File: config.mk
export PLATFORM = sky130hd
export DESIGN_NAME = micro_tlb
export DESIGN_NICKNAME = d
export VERILOG_FILES = /design/src/rtl/micro_tlb_pkg.sv /design/src/rtl/micro_tlb_match.sv /design/src/rtl/micro_tlb.sv
export SDC_FILE = /design/constraint.sdc
export NUM_CORES = 1
export LEC_CHECK = 0
export CAP_MARGIN = 0
export CORE_ASPECT_RATIO = 1.25
export CORE_MARGIN = 2
export CORE_UTILIZATION = 59
export CTS_BUF_LIST = sky130_fd_sc_hd__clkbuf_4 sky130_fd_sc_hd__clkbuf_8 sky130_fd_sc_hd__clkbuf_16
export CTS_CLUSTER_SIZE = 24
export DETAILED_ROUTE_END_ITERATION = 7
export GPL_ROUTABILITY_DRIVEN = 0
export PLACE_DENSITY = 0.86
export SLEW_MARGIN = 20
export SYNTH_ARGS = -nofsm -noshare
export SYNTH_HDL_FRONTEND = slang
export SYNTH_SLANG_ARGS = --single-unit
File: constraint.sdc
create_clock -name clk -period 9.1 [get_ports clk]
set_input_delay 2.73 -clock clk [delete_from_list [all_inputs] [get_ports clk]]
set_output_delay 2.73 -clock clk [all_outputs]
set_load 0.05 [all_outputs]
File: src/rtl/micro_tlb_pkg.sv
`default_nettype none
// ============================================================================
//  Module      : micro_tlb_pkg
//  Description : Shared types for the micro TLB: virtual address, main-TLB
//                result, cached entry and refill FSM state.
//  Revision    : 1.0 - initial release
// ============================================================================
package micro_tlb_pkg;

    localparam int VPN_W = 20;
    localparam int PFN_W = 20;

    typedef logic [31:0] virt_t;

    // Translation returned by the main TLB and cached per entry.
    typedef struct packed {
        logic             miss;
        logic [PFN_W-1:0] pfn;
        logic [2:0]       cattr;
        logic             dirty;
    } tlb_result_t;

    typedef struct packed {
        logic             valid;
        logic [VPN_W-1:0] vpn;
        tlb_result_t      result;
    } micro_tlb_entry_t;

    typedef enum logic [0:0] {
        ST_IDLE = 1'b0,
        ST_REQ  = 1'b1
    } tlb_state_e;

    // Virtual page number of a 4 KiB page.
    function automatic logic [VPN_W-1:0] vpn_of(input virt_t va);
        return va[31:12];
    endfunction

endpackage
`default_nettype wire

File: src/rtl/micro_tlb_match.sv
`default_nettype none
// ============================================================================
//  Module      : micro_tlb_match
//  Description : Fully associative VPN compare across all entries with a
//                result mux; the lowest-numbered matching entry wins.
//  Revision    : 1.0 - initial release
// ============================================================================
module micro_tlb_match
    import micro_tlb_pkg::*;
#(
    parameter int ENTRIES = 4
) (
    input  micro_tlb_entry_t       entries_i [ENTRIES],
    input  logic [VPN_W-1:0]       vpn_i,
    output logic                   hit_o,
    output tlb_result_t            result_o
);

    logic w_found;

    // Scan every entry; first valid match supplies the result.
    always_comb begin
        w_found  = 1'b0;
        result_o = '0;
        for (int e = 0; e < ENTRIES; e++) begin
            if (!w_found && entries_i[e].valid && (entries_i[e].vpn == vpn_i)) begin
                w_found  = 1'b1;
                result_o = entries_i[e].result;
            end
        end
        hit_o = w_found;
    end

endmodule
`default_nettype wire

File: src/rtl/micro_tlb.sv
`default_nettype none
// ============================================================================
//  Module      : micro_tlb
//  Description : Small fully associative translation cache in front of the
//                main TLB. Multi-port combinational lookup, single refill
//                engine with FIFO (round-robin) replacement, invalidation on
//                flush or ASID change. Optional hit/miss counters are built
//                when MICRO_TLB_PERF_EN is defined.
//  Revision    : 1.0 - initial release
// ============================================================================
module micro_tlb
    import micro_tlb_pkg::*;
#(
    parameter int ENTRIES = 4,
    parameter int PORTS   = 2
) (
    input  logic                    clk,
    input  logic                    rst,
    input  logic [7:0]              asid,
    input  logic                    flush,
    input  logic [PORTS-1:0]        lookup_valid,
    input  virt_t [PORTS-1:0]       lookup_vaddr,
    output logic [PORTS-1:0]        lookup_hit,
    output tlb_result_t [PORTS-1:0] lookup_result,
    output logic                    refill_req,
    output virt_t                   refill_vaddr,
    input  logic                    refill_ack,
    input  tlb_result_t             refill_result,
    output logic                    refill_done,
    output logic                    refill_miss,
    output logic                    busy
`ifdef MICRO_TLB_PERF_EN
    ,
    output logic [31:0]             hit_count,
    output logic [31:0]             miss_count
`endif
);

    localparam int PTR_W = (ENTRIES > 1) ? $clog2(ENTRIES) : 1;

    micro_tlb_entry_t   entries_q [ENTRIES];
    logic [PTR_W-1:0]   ptr_q, ptr_d;
    tlb_state_e         state_q, state_d;
    virt_t              vaddr_q, vaddr_d;
    logic               stale_q, stale_d;
    logic [7:0]         asid_q;

    logic               w_inval;
    logic               w_install;
    logic               w_any_miss;
    virt_t              w_miss_vaddr;
    micro_tlb_entry_t   w_new_entry;
    logic [PORTS-1:0]   w_match_hit;
    tlb_result_t        w_match_res [PORTS];

    // An ASID switch is treated exactly like a flush.
    assign w_inval = flush | (asid != asid_q);

    for (genvar p = 0; p < PORTS; p++) begin : g_port
        logic [VPN_W-1:0] w_vpn;
        assign w_vpn = vpn_of(lookup_vaddr[p]);

        micro_tlb_match #(
            .ENTRIES (ENTRIES)
        ) u_match (
            .entries_i (entries_q),
            .vpn_i     (w_vpn),
            .hit_o     (w_match_hit[p]),
            .result_o  (w_match_res[p])
        );

        assign lookup_hit[p]    = lookup_valid[p] & w_match_hit[p];
        assign lookup_result[p] = lookup_hit[p] ? w_match_res[p] : '0;
    end

    // Pick the lowest-numbered port that is active and missing.
    always_comb begin
        w_any_miss   = 1'b0;
        w_miss_vaddr = '0;
        for (int p = PORTS - 1; p >= 0; p--) begin
            if (lookup_valid[p] && !w_match_hit[p]) begin
                w_any_miss   = 1'b1;
                w_miss_vaddr = lookup_vaddr[p];
            end
        end
    end

    // Refill FSM next-state and outputs. A refill overlapped by an
    // invalidation (earlier in REQ, or on the ack cycle itself) installs nothing.
    always_comb begin
        state_d     = state_q;
        vaddr_d     = vaddr_q;
        stale_d     = stale_q;
        w_install   = 1'b0;
        refill_req  = 1'b0;
        refill_done = 1'b0;
        refill_miss = 1'b0;
        case (state_q)
            ST_IDLE: begin
                if (w_any_miss) begin
                    vaddr_d = w_miss_vaddr;
                    stale_d = 1'b0;
                    state_d = ST_REQ;
                end
            end
            ST_REQ: begin
                refill_req = 1'b1;
                if (w_inval) begin
                    stale_d = 1'b1;
                end
                if (refill_ack) begin
                    refill_done = 1'b1;
                    refill_miss = refill_result.miss;
                    w_install   = !refill_result.miss && !stale_q && !w_inval;
                    stale_d     = 1'b0;
                    state_d     = ST_IDLE;
                end
            end
            default: state_d = ST_IDLE;
        endcase
    end

    // Victim pointer advances only when an entry is actually written.
    always_comb begin
        ptr_d = ptr_q;
        if (w_install) begin
            ptr_d = (ptr_q == PTR_W'(ENTRIES - 1)) ? '0 : ptr_q + 1'b1;
        end
    end

    // Entry image written on a successful refill.
    always_comb begin
        w_new_entry        = '0;
        w_new_entry.valid  = 1'b1;
        w_new_entry.vpn    = vpn_of(vaddr_q);
        w_new_entry.result = refill_result;
    end

    assign busy         = (state_q != ST_IDLE);
    assign refill_vaddr = vaddr_q;

    // Control state registers.
    always_ff @(posedge clk) begin
        if (rst) begin
            state_q <= ST_IDLE;
            ptr_q   <= '0;
            vaddr_q <= '0;
            stale_q <= 1'b0;
            asid_q  <= '0;
        end else begin
            state_q <= state_d;
            ptr_q   <= ptr_d;
            vaddr_q <= vaddr_d;
            stale_q <= stale_d;
            asid_q  <= asid;
        end
    end

    // Entry storage: invalidate-all, or install at the victim pointer.
    always_ff @(posedge clk) begin
        if (rst) begin
            for (int e = 0; e < ENTRIES; e++) begin
                entries_q[e] <= '0;
            end
        end else begin
            for (int e = 0; e < ENTRIES; e++) begin
                if (w_inval) begin
                    entries_q[e].valid <= 1'b0;
                end
            end
            if (w_install) begin
                entries_q[ptr_q] <= w_new_entry;
            end
        end
    end

`ifdef MICRO_TLB_PERF_EN
    logic [31:0] hit_count_q, miss_count_q;
    logic [31:0] w_hit_inc, w_miss_inc;

    // Number of ports hitting / missing this cycle.
    always_comb begin
        w_hit_inc  = '0;
        w_miss_inc = '0;
        for (int p = 0; p < PORTS; p++) begin
            if (lookup_valid[p] && w_match_hit[p]) begin
                w_hit_inc = w_hit_inc + 32'd1;
            end
            if (lookup_valid[p] && !w_match_hit[p]) begin
                w_miss_inc = w_miss_inc + 32'd1;
            end
        end
    end

    // Free-running wrap-around performance counters.
    always_ff @(posedge clk) begin
        if (rst) begin
            hit_count_q  <= '0;
            miss_count_q <= '0;
        end else begin
            hit_count_q  <= hit_count_q + w_hit_inc;
            miss_count_q <= miss_count_q + w_miss_inc;
        end
    end

    assign hit_count  = hit_count_q;
    assign miss_count = miss_count_q;
`endif

endmodule
`default_nettype wire

=== Word level (Yosys, flattened, before mapping) ===
Cells that the tools add are included.
W data, S select, Z words.

* Register bits after elaboration: 228
* Input port bits: 103
* Output and inout port bits: 88
* Logic and storage cells: 130

* $add $sub $neg: 1
* Order comparisons: 2
* Equal/unequal tests: 12
* Mux-type cells: 49
* Bitwise gates (word level): 5
* Reduce and logical (&&, ||, !) cells: 32

{| class="wikitable"
|+ Operators with widths
! operator !! count
|-
| $mux W25 || 10
|-
| $bwmux W184 || 1
|-
| $mux W184 || 1
|-
| $eq A20 B20 Y1 || 8
|-
| $demux W46 S2 || 1
|-
| $mux W32 || 2
|-
| $mux W46 || 1
|-
| $mux W1 || 30
|-
| $logic_and A1 B1 Y1 || 19
|-
| $logic_not A1 Y1 || 11
|-
| $ne A8 B8 Y1 || 1
|-
| $pmux W1 S2 || 2
|-
| $reduce_and A2 Y1 || 2
|-
| $ge A3 B3 Y1 const B || 1
|-
| $lt A3 B1 Y1 const B || 1
|-
| $ne A3 B2 Y1 const B || 1
|-
| $not A2 Y3 || 1
|-
| $add A2 B1 Y2 const B || 1
|-
| $and A1 B1 Y1 || 2
|-
| $eq A2 B2 Y1 const B || 1
|-
| $mux W2 || 1
|-
| $ne A2 B2 Y1 const B || 1
|-
| $not A1 Y1 || 1
|-
| $or A1 B1 Y1 || 1
|}

=== Logic depth before layout (Yosys ltp) ===
Gate-level depths: netlist (run 1).

* Word-level depth: 21
* Depth in mapped cells: 12
* Gate-level depth less buffers: 7

=== Modules after synthesis ===
A second synthesis (run 1) with hierarchy kept.

* Cells, all modules: 1,437
* Area, all modules: 13,274.0 um^2

{| class="wikitable"
|+ By module, submodules not included
! module !! instances !! cells an instance !! area each (um^2) !! sequential area each (um^2)
|-
| micro_tlb || 1 || 909 || 9,572.9 || 4,564.4
|-
| micro_tlb_match || 2 || 264 || 1,850.5 || 0.0
|}

=== Worst setup path after synthesis (run 1) ===
No wires, ideal clock.

* Path type: input -> output
* From: input port lookup_vaddr[13] in the netlist's numbering
* To: output port lookup_result[0] in the netlist's numbering
* Arrival time: 5.348 ns
* Required time: 6.370 ns
* Slack: 1.022 ns
* Stages: 9
* Path buffers: 2
* Cell sequence: buf_2 xnor2_1 nand4_1 nor4_2 o2bb2ai_2 nand3b_1 and2_1 buf_2 a21boi_0

{| class="wikitable"
|+ RTL lines
! what !! line !! source
|-
| start, declared || micro_tlb.sv:22 || <nowiki>input virt_t [PORTS-1:0] lookup_vaddr,</nowiki>
|-
| end, declared || micro_tlb.sv:24 || <nowiki>output tlb_result_t [PORTS-1:0] lookup_result,</nowiki>
|}

==> results of run 1 <==
## logic make-up (layout without fill, tap and decap cells)
| kind of cell | count (synthesis) | count (layout) | share of synthesized area |
|---|---|---|---|
| fa+ha+maj | 4 | 4 | 0.00402 |
| simple gates | 630 | 630 | 0.229 |
| buf+inv | 177 | 276 | 0.0650 |
| xor+xnor | 168 | 168 | 0.118 |
| mux | 27 | 27 | 0.0218 |
| other cells | 0 | 3 | 0 |
| flops | 228 | 228 | 0.367 |
| compound gates | 364 | 364 | 0.195 |
## critical path, stage by stage
cell,delay (ns)
clkdlybuf4s50_1,0.61
xnor2_1,0.53
nand4_1,0.22
nor4_4,0.51
nand2_2,0.14
and4b_2,0.35
buf_12,0.21
a221o_1,0.28
a21oi_1,0.34
buf_12,0.19
## cell usage in the layout, fill, tap and decap left out, types with 7 or more instances in the layout
master / instances
nand2_1: 412
dfxtp_1: 228
a21oi_1: 225
clkdlybuf4s50_1: 137
xnor2_1: 105
xor2_1: 63
nor2_1: 54
buf_12: 53
a221o_1: 48
nor4_1: 29
and3_1: 28
mux2i_1: 26
buf_4: 26
nand4_1: 24
clkbuf_16: 23
inv_1: 20
a21boi_1: 20
or3_1: 20
o211a_1: 20
o21ai_0: 17
nor3_1: 14
nand3_1: 13
a2111oi_2: 10
nor2b_1: 8
o21ai_1: 7
## layer usage
| metal | up-vias | track usage |
|---|---|---|
| li1 | 5580 | - |
| met1 | 5842 | 0.427 |
| met2 | 905 | 0.623 |
| met3 | 232 | 0.0482 |
| met4 | 0 | 0.245 |
| met5 | - | 0 |
## final timing paths
kind	from	endpoint	slack [ns]	cells past startpoint
setup / recovery	lookup_vaddr[63]	lookup_result[25]	0.23	10
setup reg to reg	flip-flop	refill_vaddr[6]	5.48	8
hold / removal	flip-flop	flip-flop	0.47	2
hold reg to reg	flip-flop	flip-flop	0.47	2
## final cells by class
class / count / area, um^2
Timing Repair Buffer: 217 / 2640
Clock buffer: 30 / 647
Clock inverter: 9 / 153
Multi-Input combinational cell: 1193 / 7070
Fill cell: 1468 / 5240
Antenna cell: 3 / 7.51
Tap cell: 274 / 343
Sequential cell: 228 / 4560
Inverter: 20 / 75.1
## through the flow
stage               instances  setup WS (ns)  area (um^2)
global route             1974          0.252        15500
floorplan                1598           1.02        12400
global placement         1932          0.516        14700
finish                   1974          0.228        15500
detailed placement       1932          0.470        14700
CTS                      1971          0.469        15500
## power by group
| group | internal, uW | switching [uW] |
|---|---|---|
| clock | 612 | 406 |
| combinational | 112 | 171 |
| sequential | 1010 | 20.2 |
| total | 1740 | 598 |
==> flow_summary.toml, run 1 <==
[run_status]
status = "finished, final reports clean"

[cells_and_area]
final_layout_size_suffix_gt1_frac = 0.0890
fin_nets = 1789
synthToLayoutAreaGrowth_pct = 24.7
final_util = 0.747

[clocking]
insertion_delay_ns = 0.52
cts.path.max_buffers = 3
post_cts_buffers = 0
cts_resized = 0
hold_buffers = 0
cts_buffers = 22
numClockSinks = 228
h-tree-depth = 1
cts_root_buffer = "clkbuf_16"
clk_pin_slew_worst_paths_ns = 0.06
tritoncts = "built"

[drt]
viasPerCell = 6.36
avgRoutedWirePerCell_um = 21.2
drt-total-wl_um = 41900
antenna_left = 0
drc = 0
highest_layer = "met4"
first_pass_iters = 8
met1Wirelength_um = 14900
wl_met3_um = 3870
met2_length_um = 20200
vias = 12600
first_iter_violations = 1412

[floorplan]
die-area_mm2 = 0.0223
fp-row-count = 59
core-area_mm2 = 0.0207
die_w_um = 134
die_y_um = 166
ioPinCount = 191
initial_core_util = 0.599

[logic_synthesis]
syn_nets = 1705
yosysWarnings = 0
ys_seq_area_frac = 0.367
synth_most_common_cell = "nand2_1"
syn_inst = 1598
synth_top_area_frac = 0.367
synth_top_area_cell = "dfxtp_1"
synthDistinctLibCells = 55
async_reset_ff_frac = 0
synth_common_cells = "nand2_1, dfxtp_1, a21oi_1"
synth_edf_count = 0
avgSynthCellArea_um2 = 7.78
synth_seq_cells = 228
synthTopCellsByArea = "dfxtp_1, nand2_1, a21oi_1"
syn_area_mm2 = 0.0124
ys.flop_type = "dfxtp_1"

[critical_path]
worstPathRequired_ns = 6.37
path_max_fanout = 38
worst_setup_path_start_kind = "input port"
crit_path_end_kind = "output pin"
worstPathArrival_ns = 6.14
path_class = "in -> out"

[global_route]
first_global_vias = 12100
gr-usage-all-layers = 0.366
grt_pass1_wl_um = 65300
grt_max_degree = 120
overflow = 0
antenna_found_initial = 3

[timing]
timing.fmax_mhz = 113
whs_ns = 0.471
finalCritPeriodShare = 0.975
period_minus_slack_ns = 8.87
rsz0062_at_grt = "no"
setup_tns_ns = 0
slew_viol_final = 0
relSlewSlack = 0.191
worst_slew_pin_slew_ns = 1.21
finalHoldViolCount = 0
skew_ns = 0.0158
final-setup-viol-count = 0

[job]
max-cap-violations = 0

[min_path]
hp-class = "reg -> reg"

[placement]
hpwl_um = 27500
numPortBuffers = 190

[pwr]
power_uw = 2340
leakage_uw = 0.00558
power_density_mw_per_mm2 = 151
peakVddDrop_mv = 0.170
No activity file was read; power rests on OpenSTA's default activity.
==> run 2: changes to the inputs <==
--- a/config.mk
+++ b/config.mk
@@ -8,13 +8,12 @@
 export CAP_MARGIN = 0
 export CORE_ASPECT_RATIO = 1.25
 export CORE_MARGIN = 2
-export CORE_UTILIZATION = 59
+export CORE_UTILIZATION = 28
 export CTS_BUF_LIST = sky130_fd_sc_hd__clkbuf_4 sky130_fd_sc_hd__clkbuf_8 sky130_fd_sc_hd__clkbuf_16
 export CTS_CLUSTER_SIZE = 24
 export DETAILED_ROUTE_END_ITERATION = 7
 export GPL_ROUTABILITY_DRIVEN = 0
-export PLACE_DENSITY = 0.86
-export SLEW_MARGIN = 20
+export SLEW_MARGIN = 15
 export SYNTH_ARGS = -nofsm -noshare
 export SYNTH_HDL_FRONTEND = slang
 export SYNTH_SLANG_ARGS = --single-unit
==> run 2 against run 1 <==
Effect of this change: clock power is 8% higher; design area is 3.2% higher; via count is 6.1% lower; highest routed layer unchanged.
==> flow_summary.toml, run 2 (synthesis results as in run 1) <==
[critical_path]
path_max_fanout = 28
cp_slowest_cell = "and4b_2"
worstPathArrival_ns = 6.08
ff2ff_path_depth = 9
worstPathCellList = "clkdlybuf4s50_1 -> xnor2_1 -> nand4_1 -> nor4_1 -> nand4_1 -> and4b_2 -> buf_12 -> nand2_1 -> a21oi_1 -> buf_12"
reg2reg_slack_ns = 5.55
path_class = "in -> out"
reg2reg_to = "refill_vaddr[7]"
worst_setup_path_start_kind = "input port"
cp-startpoint = "lookup_vaddr[63]"
worstPathRequired_ns = 6.37
cp_top_family = "simple AND/OR/NAND/NOR gates"
crit_path_end_kind = "output pin"
crit_buf_inv = 3
critPathMaxStageDelay_ns = 0.75

[clocking]
h-tree-depth = 1
clk_pin_slew_worst_paths_ns = 0.06
post_cts_buffers = 0
tritoncts = "built"
cts_buffers = 27
cts.path.max_buffers = 3
insertion_delay_ns = 0.55
cts_resized = 0
numClockSinks = 228
cts_root_buffer = "clkbuf_16"
hold_buffers = 0

[drt]
drc = 0
avgRoutedWirePerCell_um = 20.2
viasPerCell = 5.17
drt-total-wl_um = 46100
first_iter_violations = 786
antenna_left = 0
first_pass_iters = 5
vias = 11800

[pwr]
peakVddDrop_mv = 0.139
power_uw = 2420
p_sw_frac = 0.267
seqPwrFrac = 0.428
leakage_uw = 0.00563
clkPwrFrac = 0.454
combPwrFrac = 0.118
p_sw_uw = 646
p_int_uw = 1770
power_density_mw_per_mm2 = 151

[timing]
period_minus_slack_ns = 8.81
slew_viol_final = 0
setup_tns_ns = 0
final-setup-viol-count = 0
timing.fmax_mhz = 114
finalHoldViolCount = 0
finalCritPeriodShare = 0.968
skew_ns = 0.0222
worst_slew_pin_slew_ns = 1.09
fin_ws_ns = 0.291
rsz0062_at_grt = "no"
relSlewSlack = 0.272

[cells_and_area]
final_cells = 2283
final_layout_size_suffix_gt1_frac = 0.0960
fin_nets = 1795
final_common_cell = "nand2_1"
mostFrequentLayoutCells = "nand2_1, dfxtp_1, a21oi_1"
synthToLayoutAreaGrowth_pct = 28.6

[placement]
place_inst = 2231
dp_slack_ns = 0.408
hpwl_um = 31500
numPortBuffers = 190

[floorplan]
die-area_mm2 = 0.0461
fp-row-count = 86
initial_core_util = 0.283
core-area_mm2 = 0.0440
ioPinCount = 191
die_w_um = 192
die_y_um = 240

[global_route]
grt_max_degree = 129
antenna_found_initial = 3
gr-usage-all-layers = 0.196
overflow = 0
first_global_vias = 11800
grt_pass1_wl_um = 69900

[min_path]
whs_path_depth = 2
hp-class = "reg -> reg"

[job]
max-cap-violations = 0

[run_status]
status = "finished, final reports clean"
## run 2: cell count changes in the layout (fill, tap and decap cells not counted), moves of 2 or more
cell        delta
bufinv_16      -2
clkinv_2       +5
and2_2         +3
clkinvlp_4     +2
clkbuf_4       -2
and2_1         -3
clkbuf_16      +4
clkbuf_8       +2
## run 2: worst max-delay path by stage
stage	endpoint	slack, ns	cells after the start
finish	lookup_result[35]	0.29	10
global route	lookup_result[35]	0.17	10
CTS	lookup_result[35]	0.39	10
detailed placement	lookup_result[35]	0.41	10
global placement	lookup_result[28]	0.41	10
floorplan	lookup_result[0]	1.02	9
## run 2: through the flow
stage / instance area, um^2 / hold slack (ns) / utilization
after detailed placement: 15100 / 0.459 / 0.343
final: 16000 / 0.470 / 0.363
after global placement: 15100 / 0.454 / 0.343
after CTS: 16000 / 0.468 / 0.363
after global routing: 16000 / 0.484 / 0.363
after floorplan: 12400 / 0.440 / -
## run 2: worst reg2reg max path, delay by kind of cell (launching register included)
kind	cells	cell delay (ns)
flip-flops	1	0.34
AND/OR/NAND/NOR	3	1.03
AO/OA/AOI/OAI	3	1.02
XOR/XNOR	1	0.35
buffers and inverters	2	0.64
## run 2: layer usage
metal | up-vias | part of all wire | GRT usage
li1 | 5596 | - | -
met1 | 5654 | 0.40 | 0.237
met2 | 458 | 0.51 | 0.349
met3 | 88 | 0.063 | 0.0265
met4 | 0 | 0.031 | 0.0745
met5 | - | 0 | 0
## run 2: layout make-up
class                           instances  area (um^2)
Sequential cell                       228         4560
Inverter                               20         75.1
Fill cell                            4529        28000
Antenna cell                            3         7.51
Clock buffer                           34          759
Multi-Input combinational cell       1193         7080
Clock inverter                         15          141
Tap cell                              572          716
Timing Repair Buffer                  218         2650
## run 2: power by group through the flow
stage	logic (uW)	registers, uW	clock network (uW)
finish	285	1040	1100
global route	300	1040	1160
CTS	286	1040	1120
detailed placement	285	1060	0
global placement	283	1060	0
floorplan	122	1100	0
